### src/rtl/tile_state_control.sv
// Tile-looping read/process/write sequencer with per-phase watchdog and abort.
// Outputs are registered and decoded from the next state, so they change on the same edge as the state.
module tile_state_control #(
    parameter int TILE_W  = 8,
    parameter int TIMEOUT = 1024,
    parameter int TO_W    = $clog2(TIMEOUT)
) (
    input  logic              clk,
    input  logic              reset,
    input  logic              start,
    input  logic              abort,
    input  logic [TILE_W-1:0] num_tiles,
    input  logic              rd_done,
    input  logic              finish,
    input  logic              wr_done,
    output logic              rd_en,
    output logic              enable,
    output logic              wr_en,
    output logic [TILE_W-1:0] tile_idx,
    output logic              busy,
    output logic              done,
    output logic              err,
    output logic [1:0]        err_phase
);

    typedef enum logic [2:0] {
        S_IDLE,
        S_READ,
        S_PROC,
        S_WRITE,
        S_DONE,
        S_ERROR
    } state_t;

    state_t            r_state;
    state_t            w_nxt;
    logic [TILE_W-1:0] r_cnt;
    logic [TILE_W-1:0] r_idx;
    logic [TILE_W-1:0] w_nxt_cnt;
    logic [TILE_W-1:0] w_nxt_idx;
    logic [TO_W-1:0]   r_wdog;
    logic [1:0]        r_err_phase;
    logic [1:0]        w_nxt_eph;
    logic              r_rd_en;
    logic              r_enable;
    logic              r_wr_en;
    logic              r_busy;
    logic              r_done;
    logic              r_err;
    logic              w_hs;
    logic              w_in_phase;
    logic              w_tmo;

    always_comb begin
        w_hs = 1'b0;
        case (r_state)
            S_READ:  w_hs = rd_done;
            S_PROC:  w_hs = finish;
            S_WRITE: w_hs = wr_done;
            default: w_hs = 1'b0;
        endcase
    end

    assign w_in_phase = (r_state == S_READ) || (r_state == S_PROC) || (r_state == S_WRITE);
    // Terminal count is one below TIMEOUT-1 so ERROR lands TIMEOUT-1 edges after phase entry.
    assign w_tmo      = w_in_phase && !w_hs && (r_wdog == TO_W'(TIMEOUT - 2));

    always_comb begin
        w_nxt     = r_state;
        w_nxt_idx = r_idx;
        w_nxt_cnt = r_cnt;
        w_nxt_eph = r_err_phase;
        if (abort) begin
            w_nxt     = S_IDLE;
            w_nxt_eph = 2'd0;
        end else begin
            case (r_state)
                S_IDLE: begin
                    if (start) begin
                        w_nxt_cnt = num_tiles;
                        w_nxt_idx = '0;
                        w_nxt     = (num_tiles == '0) ? S_DONE : S_READ;
                    end
                end
                S_READ: begin
                    if (w_hs) begin
                        w_nxt = S_PROC;
                    end else if (w_tmo) begin
                        w_nxt     = S_ERROR;
                        w_nxt_eph = 2'd1;
                    end
                end
                S_PROC: begin
                    if (w_hs) begin
                        w_nxt = S_WRITE;
                    end else if (w_tmo) begin
                        w_nxt     = S_ERROR;
                        w_nxt_eph = 2'd2;
                    end
                end
                S_WRITE: begin
                    if (w_hs) begin
                        if (r_idx == r_cnt - TILE_W'(1)) begin
                            w_nxt = S_DONE;
                        end else begin
                            w_nxt_idx = r_idx + TILE_W'(1);
                            w_nxt     = S_READ;
                        end
                    end else if (w_tmo) begin
                        w_nxt     = S_ERROR;
                        w_nxt_eph = 2'd3;
                    end
                end
                S_DONE:  w_nxt = S_IDLE;
                S_ERROR: w_nxt = S_ERROR;
                default: w_nxt = S_IDLE;
            endcase
        end
    end

    always_ff @(posedge clk or posedge reset) begin
        if (reset) begin
            r_state     <= S_IDLE;
            r_cnt       <= '0;
            r_idx       <= '0;
            r_wdog      <= '0;
            r_err_phase <= 2'd0;
            r_rd_en     <= 1'b0;
            r_enable    <= 1'b0;
            r_wr_en     <= 1'b0;
            r_busy      <= 1'b0;
            r_done      <= 1'b0;
            r_err       <= 1'b0;
        end else begin
            r_state     <= w_nxt;
            r_cnt       <= w_nxt_cnt;
            r_idx       <= w_nxt_idx;
            r_err_phase <= w_nxt_eph;
            if ((w_nxt != r_state) || !w_in_phase) begin
                r_wdog <= '0;
            end else begin
                r_wdog <= r_wdog + TO_W'(1);
            end
            r_rd_en  <= (w_nxt == S_READ);
            r_enable <= (w_nxt == S_PROC);
            r_wr_en  <= (w_nxt == S_WRITE);
            r_busy   <= (w_nxt == S_READ) || (w_nxt == S_PROC) || (w_nxt == S_WRITE);
            r_done   <= (w_nxt == S_DONE);
            r_err    <= (w_nxt == S_ERROR);
        end
    end

    assign rd_en     = r_rd_en;
    assign enable    = r_enable;
    assign wr_en     = r_wr_en;
    assign busy      = r_busy;
    assign done      = r_done;
    assign err       = r_err;
    assign err_phase = r_err_phase;
    assign tile_idx  = r_idx;

endmodule

### config.mk
export PLATFORM = sky130hd
export DESIGN_NAME = tile_state_control
export DESIGN_NICKNAME = d
export VERILOG_FILES = /design/src/rtl/tile_state_control.sv
export SDC_FILE = /design/constraint.sdc
export NUM_CORES = 1
export LEC_CHECK = 0
export CORE_ASPECT_RATIO = 1.5
export CORE_UTILIZATION = 50
export DETAILED_ROUTE_END_ITERATION = 6
export PLACE_DENSITY = 0.75
export RECOVER_POWER = 100
export SYNTH_ARGS = -nofsm -noshare
export SYNTH_HDL_FRONTEND = slang
export SYNTH_SLANG_ARGS = --single-unit
### constraint.sdc
create_clock -name clk -period 3.6 [get_ports clk]
set_input_delay 0.72 -clock clk [delete_from_list [all_inputs] [get_ports clk]]
set_output_delay 0.72 -clock clk [all_outputs]
set_load 0.05 [all_outputs]
* Yosys cells after proc, flatten, opt, wreduce, memory -nomap -nowiden *
Index checks and enable logic that the tools add are counted.

storage, ports and cells
  memories kept = 0
  bits in registers = 37
  bits in latches = 0
  output and inout bits = 16
  input port bits = 15
  RAM bits = 0
  bits in read-only memories = 0

operators by class
  magnitude comparators = 0
  reductions and logical operators = 16
  shifts and indexed selects = 0
  equal/unequal tests = 21
  bitwise gates (word level) = 1
  div/mod/pow operators = 0
  add/subtract/negate cells = 3
  multiply operators = 0
  mux-type cells = 23

operators with widths
  kind                                                                 number
  3-bit 2-to-1 mux                                                     8
  8-bit 2-to-1 mux                                                     3
  3-bit != test (second input constant)                                6
  8-bit one-hot mux with 2 select lines                                1
  3-bit one-hot mux with 5 select lines                                1
  2-bit 2-to-1 mux                                                     7
  3-bit by 2-bit == test with 1-bit output (second input constant)     4
  10-bit by 1-bit adder with 10-bit output (second input constant)     1
  10-bit == test (second input constant)                               1
  10-bit 2-to-1 mux                                                    1
  3-bit == test (second input constant)                                3
  8-bit by 1-bit adder with 8-bit output (second input constant)       1
  8-bit == test                                                        1
  8-bit zero test                                                      1
  8-bit by 1-bit subtractor with 8-bit output (second input constant)  1
  7-bit AND reduction                                                  1
  3-bit by 1-bit == test with 1-bit output (second input constant)     2
  2-bit != test (second input constant)                                3
  2-bit one-hot mux with 3 select lines                                1
  1-bit logical OR                                                     5
  5-bit AND reduction                                                  1
  4-bit nonzero test                                                   1
  3-bit zero test                                                      1
  3-bit != test                                                        1
  6 further kinds                                                      8

* Longest topological paths before layout *
  word-level depth = 12
  gate-level depth with buffers = 10
  mapped depth without buffers = 10

* Worst setup path before layout *
OpenSTA, ideal clock, no wires.

  kind = register to register
  start point = register r_idx[5] (netlist: tile_idx[5])
  end point = register r_wdog[2]
  stages on the path, launching flop included = 9
  period minus slack after synthesis = 2.503 ns
  setup time = 0.128 ns
  required time = 3.472 ns
  data arrival time = 2.375 ns
  setup slack = 1.097 ns
  path through = dfrtp_1 -> clkbuf_1 -> nand2b_1 -> a2111oi_2 -> nor2_1 -> a2111o_1 -> a31o_2 -> o21ai_4 -> nor2_1

on the way
  longest elaborated chain between the ends = 8

RTL lines
  item                                   line  RTL
  start: declaration                     38    logic [TILE_W-1:0] r_idx;
  start signal: assignment               137   r_idx <= w_nxt_idx;
  8-bit == test                          103   if (r_idx == r_cnt - TILE_W'(1)) begin
  3-bit 2-to-1 mux                       103
  3-bit 2-to-1 mux                       102   if (w_hs) begin
  3-bit one-hot mux with 5 select lines  77    case (r_state)
  3-bit 2-to-1 mux                       73    if (abort) begin
  3-bit != test                          139   if ((w_nxt != r_state) || !w_in_phase) begin
  1-bit logical OR                       139
  10-bit 2-to-1 mux                      139
  end signal: assignment                 142   r_wdog <= r_wdog + TO_W'(1);
  end: declaration                       41    logic [TO_W-1:0] r_wdog;

Every way passes these cells.
A chain may end at the register's enable or synchronous reset.

* Final worst setup path *
  start point = input port wr_done
  end point = register r_wdog[4]

on the way
  longest elaborated chain between the ends = 11
  elaborated cells between the ends (all ways) = 13

RTL lines
  item                                       line         RTL
  start: declaration                         15           input logic wr_done,
  1-bit one-hot mux with 3 select lines (*)  56           case (r_state)
  1-bit zero test                            66           assign w_tmo = w_in_phase && !w_hs && (r_wdog == TO_W'(TIMEOUT - 2));
  1-bit logical AND (2 in series)            66
  3-bit 2-to-1 mux                           88, 96, 109
  3-bit 2-to-1 mux (on tied branches)        102, 86, 94
  3-bit one-hot mux with 5 select lines (*)  77
  3-bit 2-to-1 mux (*)                       73
  3-bit != test (*)                          139
  1-bit logical OR (*)                       139
  10-bit 2-to-1 mux (*)                      139

Every way passes the cells marked *; elsewhere a longest branch is shown, timed or not.

==> summary.md <==
| Metric | Value |
|---|---|
| Number of antenna violations at the first check in global routing | 0 |
| Number of buffers added by the clock tree synthesis step | 5 |
| Number of cells produced by synthesis | around 230 |
| Number of vias in the routed layout | between 1500 and 2000 |
| Site row count | 28 |
| Endpoint arrival time on the critical path | 3.32 ns |
| Clock sink count | 37 |
| Register area share after synthesis | 44.4% |
| Antenna-violating nets left | 0 |
| Area share of the largest cell type after synthesis | roughly 44% |
| Core occupancy in the finished layout | 64.1% |
| Setup fix buffers added after clock tree synthesis | 0 |
| Clock transition at the register clock pins on the worst setup and hold paths after CTS | roughly 0.070 ns |
| Critical path launch point type | input pin |
| Number of failing hold endpoints at the final stage | 0 |
| Crit path max-delay cell type | a2111oi_0 |
| Final count of pins violating max slew | 0 |
| Layout net count | 286 |
| Synthesized Nets | roughly 250 |
| Type of the tightest min-delay check | reg -> reg |
| Final setup TNS | 0 ns |
| Period utilisation layout | between 80% and 90% |
| Overflow after GRT | 0 |
| Endpoint kind of the worst setup timing path | flop |
| Total of flip-flops plus latches after synthesis | 37 |
| Most frequently used flop master after synthesis | dfrtp_1 |
| Status | completed |
| H-tree depth | 2 |
| Total of endpoints with negative setup slack in the final report | 0 |
| Maximum number of pins on one net before global-route repair | 20 |
| Count of input and output buffers | 30 |
| Power Density | 422 nW/um^2 |
| Die area | 4440 sq um |
| Required time worst endpoint | 3.81 ns |
| Non-filler cells in the finished layout | between 300 and 400 |
| Worst slew slack as a fraction of its limit | 35.9% |
| Sequential group share of total power | 45.1% |
| Number of global-route vias before repair | 1763 |
| Area overhead of the layout relative to synthesis | 21.8% |
| Yosys cell types | 48 |
| Count of unresolved DRC violations after routing | 0 |
| Reported leakage power | 0.00109 uW |
| Routability congestion estimate | 0.883 |
| Final Critical Period | 3.11 ns |
| Combined global-route utilization of all metal layers | about a quarter |
| Yosys Warn Count | 0 |
| Commonest cells post-synth | 37 x dfrtp_1, 37 x nand2_1, 24 x nor2_1 |
| Worst clock skew on the final layout | around 0.012 ns |
| Area contributors post-synth | dfrtp_1 44%, nand2_1 6.7%, xnor2_1 4.6% |
| Cell internal power dissipation | 757 uW |
| Share of async-settable or async-resettable flops after synthesis | between 90% and 100% |
| Post-DP HPWL | 3.42 mm |
| Part of the total power dissipated in combinational logic | 19.7% |
| Cells after DPL | 305 |
| Horiz. Die Dim | 54.7 um |
| Sw power | 315 uW |
| DRT Wirelength | 4.56 mm |
| Least-Margin Pin Slew | 0.962 ns |
| First-pass GRT wire length | 7.67 mm |
| Fraction of power spent switching nets | 29.4% |
| Hold bufs inserted after CTS | 0 |
| Die Height | between 80 and 90 um |
| Maximum cell stage delay along the critical path | just over 0.7 ns |
| CTS max path bufs | 2 |
| Critical path, cell by cell | dlygate4sd3_1, mux2_1, a22o_1, o21ai_0, a211oi_1, a2111oi_0, o21ai_4, nor2_1 |
| Peak fanout along the critical path | 10 |
| Number of enable flip-flop cells after synthesis | 0 |
| Max-Cap Viols | 0 |
| Clock tree from TritonCTS | yes |
| Maximum clock frequency | 322 MHz |
| Post_cts resized | 0 |
| Clock power frac | 35.2% |
| Wire length per cell | 14.6 um |
| Max VDD drop | 0.314 mV |
| Worst setup path category | in -> reg |
| CTS root buffer | clkbuf_8 |
| Setup repair after global routing missed its margin | no |
| Leading area contributor after synthesis | dfrtp_1 |
| Io pins | 31 |
| Detailed Route Iter0 Violations | 35 |
| Worst-Skew Late Latency | 0.29 ns |
| Average instance area after synthesis | slightly below 9 sq um |
| Initial core utilization | between 50% and 60% |
| Vias per cell | 5.71 |
| Floorplan core area | 3960 sq um |
| Ant. Diodes | 0 |
| Post-Synthesis Cell Area | 2080 sq um |
| Layout cell share with drive strength beyond 1 | around 4.5% |
| TritonRoute pass-1 iters | 4 |
-- critical path: cells and delay by family --
kind	cells	cell delay, ns
mux	1	0.36
compound gates	5	1.48
buf+inv	1	0.61
simple gates	1	0.15
-- cell type report --
cell class | instances | area [sq um]
inverter | 8 | 30.0
tap | 45 | 56.3
timing repair buffer | 32 | 308
clock inverter | 2 | 37.5
multi-input combinational | 183 | 1100
clock buffer | 6 | 82.6
sequential | 37 | 926
fill | 356 | 1420
-- path summary, 6_finish.rpt --
check	startpoint	endpoint	slack [ns]	cells after the start
hold / removal	err_phase[0]	err_phase[0]	0.52	2
hold reg to reg	err_phase[0]	err_phase[0]	0.52	2
setup / recovery	wr_done	r_wdog[4]	0.49	8
min in group asynchronous	reset	tile_idx[1]	0.98	2
max in group asynchronous	reset	err_phase[1]	1.29	3
setup reg to reg	r_cnt[0]	tile_idx[7]	0.76	9
-- kinds of logic (layout without fill, tap and decap cells) --
logic type / count (synthesis) / in the layout / synth area share (%)
fa+ha+maj: 4 / 4 / 2.40
buf+inv: 14 / 48 / 2.52
xor+xnor: 19 / 19 / 7.98
simple gates: 114 / 114 / 26.6
compound gates: 45 / 45 / 15.5
mux: 1 / 1 / 0.540
flops: 37 / 37 / 44.4
-- sequential cells by signal, indices dropped and copies added (netlist names) --
name       flops
rd_en          1
wr_en          1
r_wdog        10
r_cnt          8
done           1
enable         1
err            1
tile_idx       8
busy           1
r_state        3
err_phase      2
-- metrics by stage --
stage                     hold slack, ns  total power (uW)  instance area (sq um)  worst slack (ns)
after global routing               0.559              1130                   2540             0.305
after floorplan                    0.466               639                   2080              1.10
after global placement             0.503               704                   2430             0.469
final                              0.524              1070                   2540             0.494
after CTS                          0.529              1090                   2550             0.720
after detailed placement           0.515               708                   2430             0.402
-- power groups by stage --
stage                     combinational [uW]  clock [uW]  sequential (uW)
after floorplan                          146           0              493
after global placement                   214           0              490
after detailed placement                 217           0              492
after CTS                                219         385              483
after global routing                     237         402              488
final                                    211         377              484
-- metal layers --
metal	up-vias	share of wire, %	global-route usage [%]
met2	35	54	41.9
li1	884	-	-
met1	857	41	26.6
met5	-	0	0
met3	10	3.2	4.68
met4	0	1.7	9.23
-- placed cells by master, fill, tap and decap left out, drive strengths merged, types with 11 or more instances in the layout --
cell type	instances
dfrtp	37
xnor2	11
dlygate4sd3	19
a21oi	13
nor2	25
clkdlybuf4s50	11
nand3	11
nand2	37
Power figures use the tool's default switching activity.
